`src/rtl/aes_cipher_collector.sv`:
```
// Collects the byte-serial AES ciphertext stream into 128-bit blocks and
// queues them in a 2-entry FIFO; a block arriving at a full FIFO is dropped.
module aes_cipher_collector #(
  parameter int LSB_FIRST = 1,
  parameter int CNT_W     = 16
) (
  input  logic             clk,
  input  logic             rst,
  input  logic             in_ready,
  input  logic [7:0]       in_byte,
  input  logic             flush,
  output logic [127:0]     out_data,
  output logic             out_valid,
  input  logic             out_accept,
  output logic             busy,
  output logic             overflow,
  output logic [CNT_W-1:0] blk_count
);

  typedef enum logic [1:0] {IDLE, COLLECT, WAIT_LOW} state_t;

  state_t       state;
  logic [3:0]   byte_idx;
  logic [127:0] shreg;
  logic [3:0]   byte_pos;
  logic [6:0]   bit_lo;
  logic [127:0] new_blk;
  logic         push_req;
  logic         pop;
  logic         do_push;
  logic [127:0] slot1;
  logic         valid1;

  // The completed block bypasses the shift register: 15 stored bytes plus the live byte.
  always_comb begin
    byte_pos = (LSB_FIRST != 0) ? byte_idx : 4'd15 - byte_idx;
    bit_lo   = {byte_pos, 3'b000};
    new_blk  = shreg;
    new_blk[bit_lo +: 8] = in_byte;
    push_req = (state == COLLECT) && in_ready && (byte_idx == 4'd15);
    pop      = out_valid && out_accept;
    do_push  = push_req && (!valid1 || pop);
  end

  always_ff @(posedge clk) begin
    if (rst) begin
      state    <= IDLE;
      byte_idx <= '0;
      shreg    <= '0;
    end else if (flush) begin
      state    <= IDLE;
      byte_idx <= '0;
      shreg    <= '0;
    end else begin
      case (state)
        IDLE: begin
          if (in_ready) begin
            shreg[bit_lo +: 8] <= in_byte;
            byte_idx           <= 4'd1;
            state              <= COLLECT;
          end
        end
        COLLECT: begin
          if (in_ready) begin
            if (byte_idx == 4'd15) begin
              byte_idx <= '0;
              state    <= WAIT_LOW;
            end else begin
              shreg[bit_lo +: 8] <= in_byte;
              byte_idx           <= byte_idx + 4'd1;
            end
          end
        end
        WAIT_LOW: begin
          // A core holding ready high past the 16th byte must not start a new block.
          if (!in_ready) state <= IDLE;
        end
        default: state <= IDLE;
      endcase
    end
  end

  // out_data/out_valid are the head slot itself; slot1 is the second entry.
  always_ff @(posedge clk) begin
    if (rst) begin
      out_data  <= '0;
      out_valid <= 1'b0;
      slot1     <= '0;
      valid1    <= 1'b0;
      overflow  <= 1'b0;
      blk_count <= '0;
    end else begin
      if (push_req && !do_push) overflow <= 1'b1;
      if (do_push) blk_count <= blk_count + CNT_W'(1);
      if (pop) begin
        out_data  <= valid1 ? slot1 : '0;
        out_valid <= valid1;
        slot1     <= '0;
        valid1    <= 1'b0;
      end
      if (do_push) begin
        if (!out_valid || (pop && !valid1)) begin
          out_data  <= new_blk;
          out_valid <= 1'b1;
        end else begin
          slot1  <= new_blk;
          valid1 <= 1'b1;
        end
      end
    end
  end

  assign busy = (state == COLLECT);

endmodule

```
`config.mk`:
```
export PLATFORM = sky130hd
export DESIGN_NAME = aes_cipher_collector
export DESIGN_NICKNAME = d
export VERILOG_FILES = /design/src/rtl/aes_cipher_collector.sv
export SDC_FILE = /design/constraint.sdc
export NUM_CORES = 1
export LEC_CHECK = 0
export CAP_MARGIN = 20
export CORE_UTILIZATION = 42
export DETAILED_ROUTE_END_ITERATION = 7
export MAX_ROUTING_LAYER = met4
export PLACE_DENSITY_LB_ADDON = 0.2
export SLEW_MARGIN = 20
export SYNTH_ARGS = -nofsm -noshare
export SYNTH_HDL_FRONTEND = slang
export SYNTH_SLANG_ARGS = --single-unit
```
`constraint.sdc`:
```
create_clock -name clk -period 4.4 [get_ports clk]
set_input_delay 1.32 -clock clk [delete_from_list [all_inputs] [get_ports clk]]
set_output_delay 1.32 -clock clk [all_outputs]
set_load 0.1 [all_outputs]
```
# Word-level counts from Yosys, hierarchy flattened
# Cells that the tools add are included.
[op_classes]
muxes = 27
n_shift = 2
add_sub_neg = 3
n_eq_ne = 8
n_reduce_logical = 17
[op_table]
columns = ["operator", "n"]
rows = [
  ["two-way mux 128 bit", 10],
  ["case mux 128 bit (2 select lines)", 1],
  ["bitwise mux 128 bit", 1],
  ["variable shift 8 x 9 -> 128 bit (first input constant)", 1],
  ["variable part select 8 x 9 -> 128 bit", 1],
  ["adder 16 x 1 -> 16 bit (second input constant)", 1],
  ["two-way mux 4 bit", 3],
  ["negator 7 -> 9 bit", 1],
  ["two-way mux 2 bit", 4],
  ["inequality test 2 bit (second input constant)", 4],
  ["case mux 4 bit (2 select lines)", 1],
  ["AND reduction 4 bit", 2],
  ["logical AND 1 bit", 6],
  ["two-way mux 1 bit", 6],
  ["case mux 2 bit (3 select lines)", 1],
  ["adder 4 x 1 -> 4 bit (second input constant)", 1],
  ["equality test 4 bit (second input constant)", 1],
  ["zero test 1 bit", 3],
  ["AND reduction 3 bit", 1],
  ["equality test 2 x 1 -> 1 bit (second input constant)", 1],
  ["equality test 2 bit (second input constant)", 1],
  ["zero test 2 bit", 1],
  ["logical OR 1 bit", 2],
  ["inequality test 2 x 1 -> 1 bit (second input constant)", 1],
  ["other kinds (2)", 2],
]
[totals]
word_cells = 66
output_inout_bits = 147
reg_bits = 409
input_bits = 13

# Longest topological paths before layout
[logic_depth]
ltp_word = 6
mapped_depth = 11
depth_no_buf = 7

# Least setup slack after synthesis
# OpenSTA, ideal clock, no wires.
[synth_timing]
path_type = "register to output"
from = "register state[0]"
to = "output busy"
path_stages_with_launch = 3
path_slack_ps = 1255
path_buffers = 1
t_arrival_ps = 1825
path_cell_list = "dfxtp_1 -> buf_2 -> nor2b_1"
[synth_between]
elab_chain_len = 1
[synth_rtl]
columns = ["element", "line_no", "rtl"]
rows = [
  ["from (decl)", "22", "state_t state;"],
  ["from (signal assigned)", "47", "state <= IDLE;"],
  ["from (signal assigned)", "51", "state <= IDLE;"],
  ["from (signal assigned)", "60", "state <= COLLECT;"],
  ["equality test 2 x 1 -> 1 bit", "113", "assign busy = (state == COLLECT);"],
  ["to (decl)", "15", "output logic busy,"],
]
# No other way between the ends.

# Worst setup path after layout
[layout_timing]
from = "register out_valid"
to = "output out_valid"
[layout_rtl]
columns = ["element", "line_no", "rtl"]
rows = [
  ["from (decl)", "13", "output logic out_valid,"],
  ["from (signal assigned)", "97", "out_valid <= valid1;"],
]
# No word-level cell between the ends.

==> summary.md <==
| Metric | Value |
|---|---|
| Status | completed |
| Setup repair bufs after CTS | 0 |
| Final ANT Viol Nets | 0 |
| Met3 wire length | 2.367 mm |
| CTS Root Buffer Type | clkbuf_16 |
| Pleak | between 7 and 8 nW |
| Commonest cells in the netlist | 409 x dfxtp_1, 225 x a211oi_1, 171 x o21ai_0 |
| Tot GR Track Use | 0.2426 |
| CP max stage cell | clkdlybuf4s50_1 |
| Post-Route WL | a little under 50 mm |
| Post-Syn Instances | 1850 |
| Max-cap violations | 0 |
| Met2 WL | 22.91 mm |
| Port Buffers | roughly 160 |
| Clock buffer depth | 3 |
| Fraction of registers with async set/reset | 0 |
| RSZ-0062 raised after global routing | false |
| DRT Pass-1 Iters | 5 |
| Largest net degree at the start of global routing | 129 |
| Pre-CTS WS | 723.2 ps |
| Total global routing overflow | 0 |
| Ports | 160 |
| Final setup vio count | 0 |
| Worst VDD drop | around 0.22 mV |
| R2r startpoint | byte_idx[0]$_SDFFE_PP0P_ |
| Sequential cell area fraction in the yosys report | 0.4804 |
| Met1 wire length | 22.80 mm |
| DP HPWL | 31.00 mm |
| Avg WL per Cell | 20.08 µm |
| Num CTS Buffers | 43 |
| TNS Setup | 0 ps |
| Die Span X | 203.4 µm |
| Clk_lat worst skew | 560 ps |
| CP startpoint | out_valid$_SDFF_PP0_ |
| Max-slew violation count | 0 |
| Synth area leader | dfxtp_1 |
| DR vias/cell | 5.794 |
| Antenna violations before repair | 1 |
| EDFF count, synth | 0 |
| Critical path arrival | 2350 ps |
| Top Layer Used | met4 |
| Vias in the first global route | around 14000 |
| Worst slew margin | 0.3188 |
| Clk_skew | 17.00 ps |
| H-tree levels | 2 |
| CP Class | reg -> out |
| Syn Std Cell Area | 0.01704 mm² |
| Library cells used by synthesis | 64 |
| CP startpoint kind | flop |
| CP max stage delay | approximately 1200 ps |
| Area Overhead vs Synth | 19.67% |
| GP Congestion | ~0.84 |
| Top FF cell, synth | dfxtp_1 |
| Vias | 14260 |
| Worst Path Max Fanout | 9 |
| YS warnings | 0 |
| Synth area leaders | dfxtp_1 48%, a211oi_1 9.9%, mux2i_1 7.4% |
| Syn_nets | 1868 |
| #FFs+latches synth | 409 |
| Fraction of layout cells with a size suffix above 1 | 0.08630 |
| Hold Startpoint | slot1[124]$_SDFF_PP0_ |
| Detailed Route Iter0 Violations | 1048 |
| First-pass GRT wire length | 78.00 mm |
| Rows | 73 |
| Post-CTS resize count | 0 |
| F_max | 272.7 MHz |
| Slew @ Worst Pin | 1019 ps |
| Die area | 0.04139 mm² |
| WP buf/inv | 1 |
| Final setup margin | 733.3 ps |
| Worst-path clk slew | approximately 60 ps |
| Post-layout min period | 3667 ps |
| Initial Utilization | 0.4270 |
| Drt drc | 0 |
| Crit path cell chain | clkdlybuf4s50_1 |
| Yosys top cell area share | 0.4804 |
| # hold bufs at CTS | 0 |
| PwrDens | 383.6 mW/mm² |
| Total core area | 0.03991 mm² |
| Setup crit end kind | output port |
| Final worst path period share | 0.8333 |
| Die H | 203.4 µm |
| Family with the most delay on the worst path | buffers and inverters |
| Count leader, synth | dfxtp_1 |
| Critical Path RT | between 3000 and 4000 ps |
| Avg Synthesized Cell Area | 9.213 µm² |
| Final number of hold-violating endpoints | 0 |
| CTS tree | built |
| HP Class | reg -> reg |
| CTS sink count | roughly 410 |
| Final #Nets | slightly below 2000 |
-- final cells by class --
class	instances	area, µm²
clock inverters	24	311.5
repair buffers	205	2073
flip-flops and latches	409	8189
well taps	525	656.9
diodes	1	2.502
inverters	4	15.01
clock buffers	52	1150
multi-input cells	1241	7998
fillers	3675	19520
-- kinds of logic (layout without fill, tap and decap cells) --
logic type	count (synthesis)	count (layout)	share of synthesized area
compound gates	604	604	0.2289
fa+ha+maj	5	5	0.003671
simple gates	489	489	0.1516
other cells	0	1	0
buf+inv	200	285	0.05271
mux	126	126	0.07400
xor+xnor	17	17	0.008736
flops	409	409	0.4804
-- layer usage --
| layer | track usage | up-vias |
|---|---|---|
| met5 | - | - |
| met4 | 0.07868 | 0 |
| met3 | 0.02988 | 90 |
| met2 | 0.3775 | 384 |
| met1 | 0.3267 | 6929 |
| li1 | - | 6855 |
-- sequential cells by signal, summed over array words and instances, names as in the netlist --
register and cells:
out_valid 1, blk_count 16, shreg 128, slot1 128, byte_idx 4, overflow 1
valid1 1, out_data 128, state 2
-- stage by stage --
step                cells  hold slack, ps  power, W    util  instance area, µm²
floorplan            1850           417.3  0.003991       -               17040
global placement     2384           425.3  0.004087  0.4743               18930
detailed placement   2384           435.5  0.004093  0.4743               18930
CTS                  2460           446.1  0.007869  0.5109               20390
global route         2460           467.2  0.008047  0.5109               20390
finish               2461           441.9  0.007824  0.5110               20400
-- worst paths after layout --
kind	cells past startpoint	to	slack, ps
worst max-delay path	1	out_valid	730
worst min-delay path	2	slot1[124]$_SDFF_PP0_	440
worst max register to register	8	shreg[119]$_SDFFE_PP0P_	1460
worst min register to register	2	slot1[124]$_SDFF_PP0_	440
-- power by group --
| group | total [W] | switching [W] | internal (W) |
|---|---|---|---|
| combinational | 0.000274 | 0.000204 | 0.0000696 |
| clock | 0.00381 | 0.00154 | 0.00228 |
| sequential | 0.00374 | 0.0000121 | 0.00373 |
| total | 0.00782 | 0.00175 | 0.00607 |
-- cells in the final DEF (no fill, tap or decap), types with 8 or more instances in the layout --
master / count
a21oi_1: 109
clkinv_2: 12
nand2_1: 138
xor2_1: 14
a22o_1: 14
a211oi_2: 19
mux2i_1: 126
o21ai_0: 171
a211oi_1: 225
nand3b_1: 8
clkdlybuf4s50_1: 157
nand2b_1: 10
o21ai_1: 26
buf_4: 36
nand4_1: 10
and3_1: 145
buf_12: 11
o31ai_1: 9
nor2_1: 72
dfxtp_1: 408
clkbuf_16: 43
nand3_1: 57
Power figures use the tool's default switching activity.
